===== config.mk =====
export PLATFORM = sky130hd
export DESIGN_NAME = la_andn_pipe
export DESIGN_NICKNAME = d
export VERILOG_FILES = /design/src/rtl/la_stdlib_pkg.sv /design/src/rtl/la_andn_stage.sv /design/src/rtl/la_andn_pipe.sv
export SDC_FILE = /design/constraint.sdc
export NUM_CORES = 1
export LEC_CHECK = 0
export BUFFER_PORTS_ARGS = -buffer_cell sky130_fd_sc_hd__buf_2
export CORE_AREA = 2 2 39 41
export DETAILED_ROUTE_END_ITERATION = 10
export DIE_AREA = 0 0 41 43
export SYNTH_ARGS = -nofsm -noshare
export SYNTH_HDL_FRONTEND = slang
export SYNTH_HIERARCHICAL = 1
export SYNTH_SLANG_ARGS = --single-unit

===== constraint.sdc =====
create_clock -name clk -period 1.67 [get_ports clk]
set_clock_uncertainty 0.2 [all_clocks]
set_input_delay 0.167 -clock clk [delete_from_list [all_inputs] [get_ports clk]]
set_output_delay 0.167 -clock clk [all_outputs]
set_load 0.005 [all_outputs]

===== src/rtl/la_stdlib_pkg.sv =====
// Shared constant helpers for the stdlib reduction cells: 4-ary tree depth,
// pipeline stage count and per-level operand widths.
package la_stdlib_pkg;

   // Smallest k with 4**k >= n (clog4(1) = 0).
   function automatic int clog4(input int n);
      int k;
      longint p;
      k = 0;
      p = 1;
      for (int i = 0; i < 32; i++) begin
         if (p < longint'(n)) begin
            p = p * 4;
            k++;
         end
      end
      return k;
   endfunction

   // Tree depth; a single input still gets one level so N = 1 is a buffer.
   function automatic int tree_levels(input int n);
      return (clog4(n) < 1) ? 1 : clog4(n);
   endfunction

   // Number of register stages when REG_EVERY levels share one stage.
   function automatic int pipe_stages(input int n, input int reg_every);
      return (tree_levels(n) + reg_every - 1) / reg_every;
   endfunction

   // Operand width per channel after lv 4-input levels.
   function automatic int level_width(input int n, input int lv);
      int w;
      w = n;
      for (int i = 0; i < lv; i++) w = (w + 3) / 4;
      return w;
   endfunction

   // Tree levels handled by stage k (the last stage may get fewer).
   function automatic int stage_levels(input int n, input int reg_every, input int k);
      int rem;
      rem = tree_levels(n) - k * reg_every;
      return (rem < reg_every) ? rem : reg_every;
   endfunction

endpackage


===== src/rtl/la_andn_stage.sv =====
// One pipeline stage of the AND tree: LEVELS levels of 4-input AND per channel
// (missing leaves read as 1), then a data register and valid bit that load
// when the stage is empty or its contents leave this cycle.
module la_andn_stage #(
   parameter int WIN    = 16,
   parameter int WOUT   = 4,
   parameter int LEVELS = 1,
   parameter int CH     = 1,
   parameter bit INV    = 1'b0
) (
   input  logic                clk,
   input  logic                rst,
   input  logic                in_valid,
   output logic                in_ready,
   input  logic [CH*WIN-1:0]   in_data,
   output logic                out_valid,
   input  logic                out_ready,
   output logic [CH*WOUT-1:0]  out_data
);

   logic [CH*WOUT-1:0] reduced;
   logic               valid;
   logic [CH*WOUT-1:0] data;

   // Bits above the live width stay 1 from level to level, which is the padding.
   function automatic logic [WOUT-1:0] and4_tree(input logic [WIN-1:0] v);
      logic [WIN-1:0] cur;
      logic [WIN-1:0] nxt;
      logic           b;
      cur = v;
      for (int l = 0; l < LEVELS; l++) begin
         nxt = '1;
         for (int i = 0; i < WIN; i++) begin
            b = 1'b1;
            for (int j = 0; j < 4; j++)
               if (4 * i + j < WIN) b = b & cur[4*i+j];
            nxt[i] = b;
         end
         cur = nxt;
      end
      return cur[WOUT-1:0];
   endfunction

   // Per-channel reduction; inversion sits ahead of the register so z stays registered.
   always_comb begin
      reduced = '0;
      for (int c = 0; c < CH; c++)
         reduced[c*WOUT +: WOUT] = and4_tree(in_data[c*WIN +: WIN]) ^ {WOUT{INV}};
   end

   assign in_ready  = !valid || out_ready;
   assign out_valid = valid;
   assign out_data  = data;

   // Stage register: valid follows the upstream beat when loading, data only on accept.
   always_ff @(posedge clk or posedge rst) begin
      if (rst) begin
         valid <= 1'b0;
         data  <= '0;
      end else begin
         if (in_ready) valid <= in_valid;
         if (in_valid && in_ready) data <= reduced;
      end
   end

endmodule


===== src/rtl/la_andn_pipe.sv =====
// Pipelined N-input AND (or NAND) reduction over CH channels sharing one
// valid/ready stream. Stages are chained through a full-width bus so each
// stage can take whatever width the previous one leaves behind.
module la_andn_pipe
   import la_stdlib_pkg::*;
#(
   parameter int N         = 16,
   parameter int CH        = 1,
   parameter int REG_EVERY = 1,
   parameter int INVERT    = 0,
   parameter     PROP      = "DEFAULT"
) (
   input  logic            clk,
   input  logic            rst,
   input  logic            in_valid,
   output logic            in_ready,
   input  logic [CH*N-1:0] in,
   output logic            out_valid,
   input  logic            out_ready,
   output logic [CH-1:0]   z
);

   localparam int S = pipe_stages(N, REG_EVERY);
   localparam int W = CH * N;

   logic [S:0][W-1:0] bus;
   logic [S:0]        vld;
   logic [S:0]        rdy;
   logic              unused_bus;

   assign bus[0]     = in;
   assign vld[0]     = in_valid;
   assign rdy[S]     = out_ready;
   assign in_ready   = rdy[0];
   assign out_valid  = vld[S];
   assign z          = bus[S][CH-1:0];
   // Upper bus bits past each stage's width carry zeros and are never read.
   assign unused_bus = ^bus;

   for (genvar k = 0; k < S; k++) begin : g_stage
      localparam int LV = stage_levels(N, REG_EVERY, k);
      localparam int WI = level_width(N, k * REG_EVERY);
      localparam int WO = level_width(N, k * REG_EVERY + LV);
      localparam bit IV = (k == S - 1) && (INVERT != 0);

      logic [CH*WO-1:0] sdata;

      la_andn_stage #(
         .WIN   (WI),
         .WOUT  (WO),
         .LEVELS(LV),
         .CH    (CH),
         .INV   (IV)
      ) u_stage (
         .clk      (clk),
         .rst      (rst),
         .in_valid (vld[k]),
         .in_ready (rdy[k]),
         .in_data  (bus[k][CH*WI-1:0]),
         .out_valid(vld[k+1]),
         .out_ready(rdy[k+1]),
         .out_data (sdata)
      );

      assign bus[k+1] = W'(sdata);
   end

endmodule


Word level (Yosys, flattened, before mapping). Index checks and enable logic that the tools add are counted.

Flip-flop bits (word level): 7. Output and inout bits: 3. Input bits: 20. Logic and storage cells: 25.

Reductions and logical operators: 6. Bitwise logic cells: 15.

Operators by type and width (count): $and 1x1->1 (15); $logic_and 1x1->1 (2); $logic_not 1->1 (2); $logic_or 1x1->1 (2).

Logic depth before layout (Yosys ltp).
Depth after elaboration: 4. Depth in mapped cells: 4. Mapped depth without buffers: 4.

By module. The synthesis kept the hierarchy.

By module, submodules not included: la_andn_stage at g_stage[0].u_stage (sequential area each 125.1 um^2, cells each 21, times used 1, area an instance 240.2 um^2); la_andn_stage at g_stage[1].u_stage (sequential area each 50.0 um^2, cells each 9, times used 1, area an instance 100.1 um^2).

Least setup slack after synthesis. Ideal clock, no wire load.

Kind: register to register. Start point: register g_stage[1].u_stage.valid. End point: register g_stage[0].u_stage.data[0]. Setup slack: 535 ps. Data arrival time: 856 ps. Cell stages (with the launch flop): 5. Library setup time: 79 ps. Cell sequence: dfrtp_1 > nand2b_4 > nand2b_4 > nand2_4 > mux2i_1.

Cells in the longest elaborated chain, start to end: 4.

Ends and longest elaborated chain: start: declaration (RTL line la_andn_stage.sv:22) `logic valid;`; start signal: assignment (RTL line la_andn_stage.sv:61) `if (in_ready) valid <= in_valid;`; $logic_not 1->1 (RTL line la_andn_stage.sv:51) `assign in_ready = !valid || out_ready;`; $logic_or 1x1->1 (RTL line la_andn_stage.sv:51); via rdy[1] (RTL line la_andn_pipe.sv:28) `logic [S:0] rdy;`; $logic_or 1x1->1 (RTL line la_andn_stage.sv:51); via in_ready (RTL line la_andn_pipe.sv:16) `output logic in_ready,`; $logic_and 1x1->1 (RTL line la_andn_stage.sv:62) `if (in_valid && in_ready) data <= reduced;`; end signal: assignment (RTL line la_andn_stage.sv:62); end: declaration (RTL line la_andn_stage.sv:23) `logic [CH*WOUT-1:0] data;`.

The timed path passes the listed nets, and every way through them passes these cells. A chain may end at the register's enable or synchronous reset.

Worst setup path after layout.
Start point: input out_ready. End point: output in_ready.

Cells in the longest elaborated chain, start to end: 2.

Ends and longest elaborated chain: start: declaration (RTL line la_andn_pipe.sv:19) `input logic out_ready,`; $logic_or 1x1->1 (RTL line la_andn_stage.sv:51); via rdy[1] (RTL line la_andn_pipe.sv:28); $logic_or 1x1->1 (RTL line la_andn_stage.sv:51); end: declaration (RTL line la_andn_pipe.sv:16).

The timed path passes the listed nets, and every way through them passes these cells.

==> metrics.txt <==
Avg Cell Area, Syn 11.3 um^2; Final setup viols 0; fin worst setup slack 0.0641 ns; CP Launch Type input port; Worst Path Required around 1.3 ns; GP Congestion 0.694; crit path time final between 1.5 and 2 ns; CP endpoint kind output pin; total gr overflow 0; Psw 0.0946 mW; footprint of the multi-input gates ~140 um^2; Ports 23; drt drc 0; Root Driver clkbuf_4; TritonCTS Buffers 3; number of port buffers 22; combinational share of power between 15 and 20%; Mapped Area ~340 um^2; M3 GR Usage about 10%; commonest non-fill, non-tap cell in the layout buf_2; R2R depth 4; slew margin rel. between 80% and 90%; Area growth syn-to-layout 75.4%; Ant. Diodes 0; Core Footprint approximately 0.0014 mm^2; Filler cells 139; Period Utilization, post-route slightly below 100%; status finished, final reports clean; clk_lat worst skew roughly 0.25 ns; most frequent cells in the layout 22 x buf_2, 10 x dlygate4sd3_1, 7 x inv_1, 7 x dfrtp_1; clk sinks 7; crit-path cells dlygate4sd3_1, buf_2, nand2b_4, nand2b_4, buf_2; fin nets 87; die height approximately 43 um; register area around 180 um^2; critical path fanouts, max 3; buffer count from post-CTS setup fixing 0; Yosys warnings 6; M2 GR Usage roughly 18%; HPWL reported at the end of detailed placement around 580 um; final slew viol count 0; Worst Max-Slew Pin Slew slightly above 0.2 ns; register area share after synthesis roughly 51%; DIE AREA between 0.0015 and 0.002 mm^2; Cell Int Power between 0.3 and 0.4 mW; Clock Power Share approximately 37%; Seq pwr share between 40% and 50%; Post-Syn Nets 50; Resize count post-CTS 0; initial DRC count 1; met1 GRT Util under 10%; hold_buf cts 9; GRT Max-Usage Layer met2; P per Cell Area 689 mW/mm^2; H-tree levels 1; clock-pin slew on the worst setup and hold paths approximately 0.05 ns; LEAKAGE just over 0.3 nW; maximum vdd ir drop between 0.3 and 0.4 mV; Syn Inst Count 30; Yosys reg bits 7; layout cells sized above 1 43.9%; hold path depth 3; vias in the first global route between 300 and 400; HP Class in2reg; row count 14; slowest stage delay, CP ~0.53 ns; Arr. time, crit path ~1.2 ns; global-route wire length before repair ~1200 um; Distinct cells, synth 8; CTS tree yes; vias 341; wire per inst roughly 9.0 um; Initial Utilization between 20 and 25%; final hold violations 0; Via density around 4.2; Die X-Extent around 41 um; DP Worst Slack 0.477 ns; largest net degree at the start of global routing 6; total track usage a little over a tenth; Crit-path slowest cell dlygate4sd3_1; Placed Area 470 um^2; final instance area around 600 um^2; Max Cap Viol 0; DR pass1 iterations 2; initial antenna violation count 0; unrepaired setup endpoints after global routing no; Crit Path Category in2out; Setup TNS 0 ns; CTS max path bufs 2; Sw Share 23.0%; number of routed nets with antenna violations 0; fmax between 600 and 700 MHz; Post-Route WL 734 um
-- cells by family (layout without fill, tap and decap cells) --
logic type    count (synthesis)  in the layout  synth area share (%)
simple gates                 11             11                  26.1
flops                         7              7                  51.5
mux                           5              5                  14.7
buf+inv                       7             43                  7.72
-- power by group through the flow --
stage | logic, mW | registers [mW] | clock network (mW)
after floorplan | 0.0293 | 0.187 | 0
after global placement | 0.0580 | 0.188 | 0
after detailed placement | 0.0596 | 0.189 | 0
after CTS | 0.0731 | 0.185 | 0.162
after global routing | 0.0818 | 0.186 | 0.173
final | 0.0736 | 0.185 | 0.152
-- worst max-delay path: cells and delay by family --
kind | cells | cell delay (ns)
AND/OR/NAND/NOR | 2 | 0.29
buffers and inverters | 3 | 0.78
-- synthesized netlist by cell type --
cell type | count | area (um^2)
dfrtp_1 | 7 | 175
inv_1 | 7 | 26.3
mux2i_1 | 5 | 50.1
nand4_1 | 5 | 31.3
nand2b_1 | 2 | 12.5
nand2b_4 | 2 | 27.5
nand2_2 | 1 | 6.26
nand2_4 | 1 | 11.3
-- flip-flops by register name, indices dropped and copies added (netlist names) --
signal	cells
g_stage.u_stage/out_data	5
g_stage.u_stage/out_valid	2
-- metrics by stage --
stage	std cells	power (mW)	hold WS (ns)	util, %
global placement	68	0.246	-0.169	34.0
finish	82	0.411	0.00272	43.1
detailed placement	68	0.248	-0.167	34.0
global route	82	0.441	0.00129	43.1
CTS	81	0.421	0.000697	42.4
floorplan	30	0.217	-0.292	-
-- final cells by class --
cell class,instances,area share [%]
Timing Repair Buffer,32,35.2
Sequential cell,7,29.4
Multi-Input combinational cell,16,23.3
Clock buffer,4,4.40
Inverter,7,4.40
Tap cell,16,3.35
-- path summary, 6_finish.rpt --
| path | startpoint | slack [ns] | endpoint |
|---|---|---|---|
| hold reg to reg | g_stage[0].u_stage/out_data[1] | 0.32 | g_stage[0].u_stage/out_data[1] |
| max in group asynchronous | rst | 0.92 | g_stage[0].u_stage/out_data[1] |
| hold / removal | in[12] | 0.003 | g_stage[0].u_stage/out_data[3] |
| setup / recovery | out_ready | 0.06 | in_ready |
| min in group asynchronous | rst | 0.12 | g_stage[1].u_stage/out_valid |
| setup reg to reg | g_stage[1].u_stage/out_valid | 0.49 | g_stage[0].u_stage/out_data[3] |
-- routing by layer --
layer | wire (um) | share of wire (%)
met1 | 262 | 36
met2 | 376 | 51
met3 | 95 | 13
met4 | 0 | 0
met5 | 0 | 0
Note: power is estimated with default switching activity, not from simulation.
